`config.mk`:
```
export PLATFORM = sky130hd
export DESIGN_NAME = tlb_refill
export DESIGN_NICKNAME = d
export VERILOG_FILES = /design/src/rtl/tlb_refill.sv
export SDC_FILE = /design/constraint.sdc
export NUM_CORES = 1
export LEC_CHECK = 0
export CAP_MARGIN = 20
export CORE_ASPECT_RATIO = 0.6
export CORE_MARGIN = 4
export CORE_UTILIZATION = 36
export CTS_CLUSTER_DIAMETER = 40
export DETAILED_ROUTE_END_ITERATION = 10
export PLACE_DENSITY_LB_ADDON = 0.3
export SLEW_MARGIN = 20
export SYNTH_ARGS = -nofsm -noshare
export SYNTH_HDL_FRONTEND = slang
export SYNTH_SLANG_ARGS = --single-unit
```
`constraint.sdc`:
```
create_clock -name clk -period 3.35 [get_ports clk]
set_input_delay 0.67 -clock clk [delete_from_list [all_inputs] [get_ports clk]]
set_output_delay 0.67 -clock clk [all_outputs]
set_load 0.05 [all_outputs]
```
`src/rtl/tlb_refill.sv`:
```
// tlb_refill: fully associative TLB with combinational lookup and a miss FSM.
// A miss issues one page-walk request and stalls the requester until the
// translation is installed. Replacement takes the lowest invalid entry first,
// then round-robin. A flush clears all entries; a walk in flight when the
// flush arrives completes, but its response is discarded.
// Ports:
//   clk, reset                  clock, synchronous active-high reset
//   req_valid, req_vpage        lookup request and virtual page
//   flush                       invalidate all entries
//   hit, ppage_out, stall       combinational lookup result and requester stall
//   walk_req_valid, walk_vpage  registered page-walk request
//   walk_resp_valid, walk_ppage page-walk response, one-cycle pulse
//   hit_count, miss_count       saturating performance counters
`ifndef TLB_ENTRIES
`define TLB_ENTRIES 4
`endif
`ifndef PAGE_WIDTH
`define PAGE_WIDTH 20
`endif

module tlb_refill #(
    parameter int unsigned N         = `TLB_ENTRIES,
    parameter int unsigned WIDTH     = `PAGE_WIDTH,
    parameter int unsigned CNT_WIDTH = 16
) (
    input  logic                 clk,
    input  logic                 reset,
    input  logic                 req_valid,
    input  logic [WIDTH-1:0]     req_vpage,
    input  logic                 flush,
    output logic                 hit,
    output logic [WIDTH-1:0]     ppage_out,
    output logic                 stall,
    output logic                 walk_req_valid,
    output logic [WIDTH-1:0]     walk_vpage,
    input  logic                 walk_resp_valid,
    input  logic [WIDTH-1:0]     walk_ppage,
    output logic [CNT_WIDTH-1:0] hit_count,
    output logic [CNT_WIDTH-1:0] miss_count
);

    localparam int unsigned PTR_W = (N > 1) ? $clog2(N) : 1;

    localparam logic [0:0] ST_IDLE = 1'b0;
    localparam logic [0:0] ST_WALK = 1'b1;

    logic [N-1:0]           valid_q, valid_d;
    logic [WIDTH-1:0]       vpage_q [N];
    logic [WIDTH-1:0]       vpage_d [N];
    logic [WIDTH-1:0]       ppage_q [N];
    logic [WIDTH-1:0]       ppage_d [N];
    logic [PTR_W-1:0]       rr_ptr_q, rr_ptr_d;
    logic [0:0]             state_q, state_d;
    logic                   kill_q, kill_d;
    logic                   walk_req_valid_q, walk_req_valid_d;
    logic [WIDTH-1:0]       walk_vpage_q, walk_vpage_d;
    logic [CNT_WIDTH-1:0]   hit_count_q, hit_count_d;
    logic [CNT_WIDTH-1:0]   miss_count_q, miss_count_d;

    logic                   match_any;
    logic [WIDTH-1:0]       match_ppage;
    logic [PTR_W-1:0]       victim;
    logic                   have_invalid;

    // Lookup: at most one entry matches, so OR-ing the matching ppages selects it.
    always_comb begin
        match_any   = 1'b0;
        match_ppage = '0;
        for (int i = 0; i < int'(N); i++) begin
            if (valid_q[i] && (vpage_q[i] == req_vpage)) begin
                match_any   = 1'b1;
                match_ppage = match_ppage | ppage_q[i];
            end
        end
        hit       = req_valid & match_any;
        ppage_out = hit ? match_ppage : '0;
        stall     = (req_valid & ~match_any) | (state_q == ST_WALK);
    end

    // Victim: lowest-index invalid entry, else the round-robin pointer.
    always_comb begin
        victim       = rr_ptr_q;
        have_invalid = 1'b0;
        for (int i = int'(N) - 1; i >= 0; i--) begin
            if (!valid_q[i]) begin
                victim       = PTR_W'(i);
                have_invalid = 1'b1;
            end
        end
    end

    // Next-state, fill and counter logic.
    always_comb begin
        state_d          = state_q;
        kill_d           = kill_q;
        walk_req_valid_d = walk_req_valid_q;
        walk_vpage_d     = walk_vpage_q;
        valid_d          = valid_q;
        vpage_d          = vpage_q;
        ppage_d          = ppage_q;
        rr_ptr_d         = rr_ptr_q;
        hit_count_d      = hit_count_q;
        miss_count_d     = miss_count_q;

        if (hit && (hit_count_q != '1)) begin
            hit_count_d = hit_count_q + CNT_WIDTH'(1);
        end

        case (state_q)
            ST_IDLE: begin
                if (req_valid && !match_any && !flush) begin
                    state_d          = ST_WALK;
                    walk_req_valid_d = 1'b1;
                    walk_vpage_d     = req_vpage;
                    if (miss_count_q != '1) begin
                        miss_count_d = miss_count_q + CNT_WIDTH'(1);
                    end
                end
            end
            ST_WALK: begin
                if (walk_resp_valid) begin
                    state_d          = ST_IDLE;
                    walk_req_valid_d = 1'b0;
                    kill_d           = 1'b0;
                    // A flush now or earlier in this walk discards the response.
                    if (!kill_q && !flush) begin
                        valid_d[victim] = 1'b1;
                        vpage_d[victim] = walk_vpage_q;
                        ppage_d[victim] = walk_ppage;
                        if (!have_invalid) begin
                            rr_ptr_d = (rr_ptr_q == PTR_W'(N - 1)) ? '0
                                                                  : rr_ptr_q + PTR_W'(1);
                        end
                    end
                end else if (flush) begin
                    kill_d = 1'b1;
                end
            end
            default: begin
                state_d          = ST_IDLE;
                walk_req_valid_d = 1'b0;
            end
        endcase

        if (flush) begin
            valid_d = '0;
        end
    end

    // State registers.
    always_ff @(posedge clk) begin
        if (reset) begin
            valid_q          <= '0;
            rr_ptr_q         <= '0;
            state_q          <= ST_IDLE;
            kill_q           <= 1'b0;
            walk_req_valid_q <= 1'b0;
            walk_vpage_q     <= '0;
            hit_count_q      <= '0;
            miss_count_q     <= '0;
            for (int i = 0; i < int'(N); i++) begin
                vpage_q[i] <= '0;
                ppage_q[i] <= '0;
            end
        end else begin
            valid_q          <= valid_d;
            rr_ptr_q         <= rr_ptr_d;
            state_q          <= state_d;
            kill_q           <= kill_d;
            walk_req_valid_q <= walk_req_valid_d;
            walk_vpage_q     <= walk_vpage_d;
            hit_count_q      <= hit_count_d;
            miss_count_q     <= miss_count_d;
            for (int i = 0; i < int'(N); i++) begin
                vpage_q[i] <= vpage_d[i];
                ppage_q[i] <= ppage_d[i];
            end
        end
    end

    assign walk_req_valid = walk_req_valid_q;
    assign walk_vpage     = walk_vpage_q;
    assign hit_count      = hit_count_q;
    assign miss_count     = miss_count_q;

endmodule

```
# Word level (Yosys, flattened, before mapping)
# Cells that the tools add are included.
[totals]
output_inout_bits = 75
register_bits = 221
elab_cells = 96
[op_classes]
bitwise_logic = 11
addsub = 3
mux = 32
n_reduce_logical = 21
eq_ne = 9
magnitude_cmp = 4
[op_table]
columns = ["cell", "n"]
rows = [
  ["$bwmux W80", 2],
  ["$mux W20", 6],
  ["$eq A20 B20 Y1", 4],
  ["$or A20 B20 Y20", 3],
  ["$demux W20 S2", 1],
  ["$add A16 B1 Y16 const B", 2],
  ["$ne A16 B16 Y1 const B", 2],
  ["$mux W1", 15],
  ["$logic_and A1 B1 Y1", 10],
  ["$mux W2", 5],
  ["$reduce_and A2 Y1", 3],
  ["$reduce_and A3 Y1", 2],
  ["$ne A2 B2 Y1 const B", 2],
  ["$or A4 B4 Y4", 1],
  ["$pmux W1 S2", 2],
  ["$reduce_and A4 Y1", 1],
  ["$ge A3 B3 Y1 const B", 1],
  ["$logic_not A1 Y1", 3],
  ["$lt A2 B3 Y1 const B", 1],
  ["$lt A3 B1 Y1 const B", 1],
  ["$not A1 Y1", 3],
  ["$not A2 Y3", 1],
  ["$add A2 B1 Y2 const B", 1],
  ["$and A1 B1 Y1", 2],
  ["6 further kinds", 6],
]

# Longest topological paths before layout
[logic_depth]
word_depth = 11
depth_mapped = 10

# Least setup slack after synthesis
# OpenSTA, ideal clock, no wires.
[synth_timing]
kind = "in2out"
startpoint = "in req_vpage[14]"
endpoint = "out ppage_out[10]"
setup_slack_ps = -482
t_arrival_ps = 3162
n_path_buf = 2
t_required_ps = 2680
cell_stages = 8
path_cell_list = "clkbuf_1 xnor2_1 nand3_1 or4_1 nor3_4 clkbuf_1 a22oi_1 a21oi_1"
[synth_via]
elab_chain_len = 10
elab_cells_between_ends = 21
[synth_rtl]
columns = ["element", "line", "source"]
rows = [
  ["start: declaration", "29", "input logic [WIDTH-1:0] req_vpage,"],
  ["$eq A20 B20 Y1", "70", "if (valid_q[i] && (vpage_q[i] == req_vpage)) begin"],
  ["$logic_and A1 B1 Y1", "70", ""],
  ["$mux W20", "70", ""],
  ["$or A20 B20 Y20", "72", "match_ppage = match_ppage | ppage_q[i];"],
  ["$mux W20", "70", ""],
  ["$or A20 B20 Y20", "72", ""],
  ["$mux W20", "70", ""],
  ["$or A20 B20 Y20", "72", ""],
  ["$mux W20", "70", ""],
  ["$mux W20 *", "76", "ppage_out = hit ? match_ppage : '0;"],
  ["end: declaration", "32", "output logic [WIDTH-1:0] ppage_out,"],
]
# Every way passes the cells marked *; elsewhere a longest branch is shown, timed or not.

# Worst setup path in the final report
[layout_timing]
startpoint = "reg vpage_q[38] (netlist bit)"
endpoint = "out ppage_out[4]"
[layout_via]
elab_chain_len = 6
elab_cells_between_ends = 9
[layout_rtl]
columns = ["element", "line", "source"]
rows = [
  ["start: declaration", "48", "logic [WIDTH-1:0] vpage_q [N];"],
  ["start signal: indexed assignment", "175", "vpage_q[i] <= vpage_d[i];"],
  ["$eq A20 B20 Y1 *", "70", ""],
  ["$logic_and A1 B1 Y1 *", "70", ""],
  ["$mux W20 / $mux W1 (equally long branches)", "70", ""],
  ["$or A20 B20 Y20 / $mux W1 (equally long branches)", "72, 70", ""],
  ["$mux W20 / $and A1 B1 Y1 (equally long branches)", "70, 75", ""],
  ["$mux W20 *", "76", ""],
]
# Marks and branches as above.

==> flow_summary.yaml <==
routing:
  vias: 9960
  drt-total-wl_um: 35600
  drc_errors: 0
  viasPerCell: 5.44
  drtAntennaViolNets: 0
  first_pass_iters: 5
  wire_per_inst_um: 19.4
  dr.first_iter.drc_count: 974
logic_synthesis:
  synth_flop_cell: "dfxtp_1"
  yosysWarnings: 0
  synth.largest_area_cell: "dfxtp_1"
  netlist.area_leader.share: 0.442
  synth_area_mm2: 0.0100
  synthArstFlopShare: 0
  synth.distinct_cells: 51
  synth.net_count: 1313
  synth_seq_area_share: 0.442
  synthTopCellsByArea: "dfxtp_1, nand2_1, a21oi_1"
  postSynthAreaPerCell_um2: 7.90
  synth_commonest_cells: "nand2_1, dfxtp_1, a21oi_1"
  synth_edf_count: 0
  synthMostInstantiatedCell: "nand2_1"
  syn_inst: 1265
  ys_seq_elements: 221
power:
  p_leak_nw: 5.01
  p_seq_frac: 0.418
  ir_drop_mv: 0.483
  finalPower_mw: 6.40
  powerDensity_mw_per_mm2: 441
  power.switching_mw: 1.61
  clkPwrFrac: 0.503
  netSwitchingFraction: 0.252
  internal_power_mw: 4.79
  power_frac_comb: 0.078
critical_path:
  arrival_ns: 2.91
  critPathTopFamily: "simple AND/OR/NAND/NOR gates"
  worst_path_max_delay_cell: "or4_4"
  worst_setup_path_start_kind: "flip-flop"
  critical_path.max_stage_delay_ns: 0.54
  crit_path_frequent_cell: "buf_12"
  regToRegSetupSlack_ns: 0.47
  r2r_cells: 13
  crit_path_end_kind: "output port"
  path_depth: 11
  path_cells: "xnor2_2, buf_4, nand4_1, or4_4, nor3_4, buf_12, o41ai_4, buf_4, buf_12, a21oi_4, buf_12"
  cp.buffers_inverters: 5
  crit_type: "flip-flop to output port"
  critPathLaunch: "vpage_q[38]"
  critical_path_required_ns: 2.68
  crit_fanout: 8
  endpoint: "ppage_out[4]"
  reg2reg_from: "vpage_q[38]"
  r2r_end: "hit_count[4]"
placement:
  placed_area_mm2: 0.0127
  gp_congestion: 1.02
  dp_hpwl_um: 23800
  post-place-ws_ns: -0.802
  portBuffers: 119
clock_tree:
  ctsHoldBuffers: 0
  root_buffer: "clkbuf_16"
  clk_latency_ns: 0.54
  cts_sinks: 221
  cts_made_buffers: 28
  clkTransAtPathRegs_ns: 0.07
  cts_tree: "done"
  h-tree-depth: 1
  cts_max_path_buffers: 3
cells_and_area:
  layout-drive-gt1-share: 0.254
  post-route-util: 0.539
  final_area_mm2: 0.0145
  fill_cells: 2451
  nNetsFinal: 1496
  antennaDiodeCount: 0
  synthToLayoutAreaGrowth_pct: 45.0
timing:
  hold_ws_ns: 0.454
  fin_crit_sh: 1.07
  fmax_ghz: 0.279
  fin_worst_skew_ns: 0.0137
  drv_slew: 0
  timing.final.hold_violations: 0
  setup_viol: 22
  rsz0062_at_grt: "true"
  fin_crit_ns: 3.58
  tightest_slew_ns: 0.830
  relSlewSlack: 0.439
  finalWorstSetupSlack_ns: -0.228
outcome:
  violations: "negative setup slack"
  status: "complete, but fails checks"
floorplan:
  fp.coreArea_mm2: 0.0269
  ioPinCount: 120
  dieArea_mm2: 0.0306
  die_h_um: 137
  rows: 46
  initial_core_util: 0.372
  die-width_um: 223
global_route:
  grt_pass1_vias: 9189
  grt_overflow: 0
  track_usage: 0.223
  grt_max_degree: 74
  grt_antenna_before_repair: 2
  grt_pass1_wl_um: 54000
job:
  cap_viol_max_count: 0
hold_path:
  hold_path.class: "flip-flop to flip-flop"
-- cells in the final DEF, fill, tap and decap left out, types with 19 or more instances in the layout --
master	n
nand2_1	354
dfxtp_1	209
a21oi_1	185
buf_4	116
clkdlybuf4s50_1	76
nand4_1	33
xnor2_2	32
clkbuf_16	31
buf_12	31
nor2_1	28
nand3_1	24
a22oi_2	23
xnor2_1	21
a21oi_4	21
a31o_2	20
o211a_1	19
-- tightest hold or removal path, stage by stage, from the launching register on --
cell and delay (ns):
dfxtp_1 0.31, nand2_1 0.05, a21oi_1 0.05
-- power by group through the flow --
stage	registers, mW	clock network, mW	logic, mW
after floorplan	2.77	0	0.178
after global placement	2.74	0	0.453
after detailed placement	2.74	0	0.454
after CTS	2.68	3.27	0.487
after global routing	2.68	3.37	0.523
final	2.68	3.22	0.500
-- area by class of cell --
| cell class | instances | area, µm² | share of cell area |
|---|---|---|---|
| repair buffers | 256 | 2590 | 0.179 |
| flip-flops and latches | 221 | 4440 | 0.306 |
| inverters | 10 | 41.3 | 0.00285 |
| well taps | 360 | 450 | 0.0311 |
| clock buffers | 35 | 788 | 0.0544 |
| multi-input cells | 931 | 5970 | 0.412 |
| clock inverters | 17 | 214 | 0.0148 |
-- flip-flops by register name, indices dropped and copies added, names as in the netlist --
signal          cells
rr_ptr_q            2
vpage_q            80
valid_q             4
miss_count         16
walk_req_valid      1
kill_q              1
state_q             1
walk_vpage         20
ppage_q            80
hit_count          16
-- how the worst min path moves through the flow --
stage               slack (ns)     startpoint             end  depth (start not counted)
finish                    0.45    ppage_q[25]     ppage_q[25]                          2
global route              0.47    ppage_q[77]     ppage_q[77]                          2
CTS                       0.45  req_vpage[13]  walk_vpage[13]                          2
detailed placement        0.45    ppage_q[25]     ppage_q[25]                          2
global placement          0.44    ppage_q[20]     ppage_q[20]                          2
floorplan                 0.44    ppage_q[20]     ppage_q[20]                          2
-- cells by family (layout without fill, tap and decap cells) --
kind of cell	Yosys count	count (layout)	synth area share
AOI/OAI and AO/OA	328	328	0.201
xor gates and xnor gates	81	81	0.0710
adders and majority gates	3	3	0.00375
and+or+nand+nor	509	509	0.226
muxes	10	10	0.0110
buffers and inverters	113	318	0.0456
DFF	221	221	0.442
-- through the flow --
step | TNS (ns) | instances
final | -4.41 | 1830
after global routing | -5.99 | 1830
after CTS | -4.29 | 1828
after detailed placement | -29.54 | 1764
after global placement | -29.49 | 1764
after floorplan | -0.909 | 1265
-- metal layers --
layer  global-route usage  share of wire  vias up
met1                0.342           0.49     4811
li1                     -              -     4731
met2                0.310           0.40      373
met4               0.0356          0.012        4
met5                    0         0.0011        -
met3               0.0692          0.098       41
-- repair_timing --
| item | in CTS | in global routing |
|---|---|---|
| cloned | 1 | 2 |
| pin swaps | 45 | 8 |
| buffers inserted | 11 | 0 |
| setup endpoints to repair | 31 | 22 |
| gates resized for setup | 163 | 27 |
Note: power is estimated with default switching activity, not from simulation.
==> RTL edit (same settings) <==
Change the macro `PAGE_WIDTH` from 20 to 30.
--- a/src/rtl/tlb_refill.sv
+++ b/src/rtl/tlb_refill.sv
@@ -15,7 +15,7 @@
 `define TLB_ENTRIES 4
 `endif
 `ifndef PAGE_WIDTH
-`define PAGE_WIDTH 20
+`define PAGE_WIDTH 30
 `endif
 
 module tlb_refill #(
Interface: changed (resized ppage_out, req_vpage, walk_ppage and walk_vpage); port bits go from 120 to 160. The function was not compared with the original's and may differ.
==> RTL edit against the unedited design <==
  * The flow still finishes with violations (negative setup slack)
  * Via count grew 39%
  * Wire length is 42% higher
  * Sequential cell count grew 90
  * Synthesized area up 38%
  * Cell area rose by 36%
  * Power increased by 36%
  * Setup slack worse by 0.17 ns
  * Synthesized cell count up 40%
  * Largest cell class unchanged
==> RTL edit: results (changes against the unedited design) <==
** GRT
- The pin count of the biggest net entering global routing was 116 (+57%).
- Number of global-route vias before repair :: 13296 (+45%)
- The met3 track demand over resource in global routing is 6.26% (-0.66 points).
- The global-route track usage on met2 was 33.9% (+2.9 points).
- Global-route wire length before repair :: 78000 µm (+44%)
- Initial antenna violation count :: 4 (+2)

** Power
- Worst IR drop on VDD :: 0.346 mV (-28%)
- Comb pwr :: 700 µW (+40%)
- Cell internal pwr :: 6.59 mW (+38%)
- Power share of the combinational group :: 8.1% (+0.3 points)
- Total clock network power :: 4.21 mW (+31%)

** Synth
- Xor and xnor fraction of the mapped netlist area :: 7.69% (+0.60 points)
- The multiplexer share of the synthesized area is 0.563% (-0.54 points).
- Largest cells by area after synthesis :: dfxtp_1, nand2_1, a21oi_1
- The number of unique standard cell types used by synthesis came to 48 (-5.9%).
- Synthesized-area fraction occupied by adder cells :: 0.273% (-0.10 points)
- The synthesized net count is 1843 (+40%).
- Area fraction in compound gates after synthesis :: 18.3% (-1.7 points)

** Worst hold path
- Worst min-delay path startpoint :: req_vpage[17]
- The worst hold path stage count is 3 (+1).
- Hold Crit Class :: in2reg

** Setup path
- Slowest library cell on the worst path :: or4b_4
- The delay of the slowest cell on the worst path is 0.57 ns (+0.03 ns).
- Critical R2R Capture :: hit_count[10]$_SDFFE_PP0P_
- The most critical setup path has its endpoint at ppage_out[20].
- The worst reg-to-reg setup slack was 0.17 ns (-0.30 ns).
- The critical path starts at req_vpage[22].
- The peak fanout along the critical path came to 6 (-2).
- The count of cells along the worst register-to-register path came to 14 (+1).
- Data arrival time of the worst path :: 3.08 ns (+0.17 ns)

** Timing
- The tightest hold margin is 0.436 ns (-0.0181 ns).
- Final count of negative-setup-slack endpoints :: 32 (+45%)
- The transition at the pin with the smallest max-transition slack was 0.845 ns (+0.0147 ns).
- Clk_skew :: 0.0250 ns (+0.0113 ns)
- Hold Fails Final Rpt :: 0 (unchanged)
- The setup slack of the critical path after layout came to -0.402 ns (-0.174 ns).
- The accumulated negative setup slack came to -12.36 ns (-7.95 ns).

** Finish
- Final non-filler cell total :: 2539 (+39%)
- Layout Nets :: 2067 (+38%)
- Share of post-route cells with drive strength above 1 :: 21.5% (-3.9 points)

** Place
- DPL Wire Length :: 33500 µm (+41%)
- The cell area reported after detailed placement came to 17500 µm² (+38%).
- The port buffer count is 159 (+34%).
- Post-placement setup slack :: -0.803 ns (-0.00114 ns)
- The placed instance count was 2447 (+39%).

** Outcome
- The final reports fail on negative setup slack.
- Status :: complete, but fails checks

** Routing
- The total routed wire length on the met1 layer was 24000 µm (+38%).
- The detail-routed via count per cell was 5.46 (+0.26%).
- The detailed route wirelength on metal3 was 4900 µm (+41%).
- The routed wire length on met2 is 21100 µm (+49%).
- The iteration-0 DRC count of the detailed router was 1388 (+43%).
RTL edit: timing repair:
action / in CTS / in global routing
buffers inserted: 25 / 8
gates resized for setup: 161 / 63
cloned: 2 / 1
pin swaps: 34 / 34
setup endpoints to repair: 70 / 45
RTL edit: critical path, delay by kind of cell:
family          cells  cell delay (ns)
simple gates        3             0.99
buf+inv             6             0.88
compound gates      2             0.32
xor+xnor            1             0.19
RTL edit: cell type report:
type                            count  area (µm²)
Fill cell                        3447       17900
Multi-Input combinational cell   1306        8080
Sequential cell                   311        6230
Timing Repair Buffer              334        3520
Clock buffer                       52        1070
Tap cell                          513         642
Clock inverter                     14         205
Inverter                            9        37.5
RTL edit: kinds of logic after synthesis:
family                     after synthesis
AOI/OAI and AO/OA                      457
adders and majority gates                3
xor gates and xnor gates               121
buffers and inverters                  158
and+or+nand+nor                        718
DFF                                    311
muxes                                    7
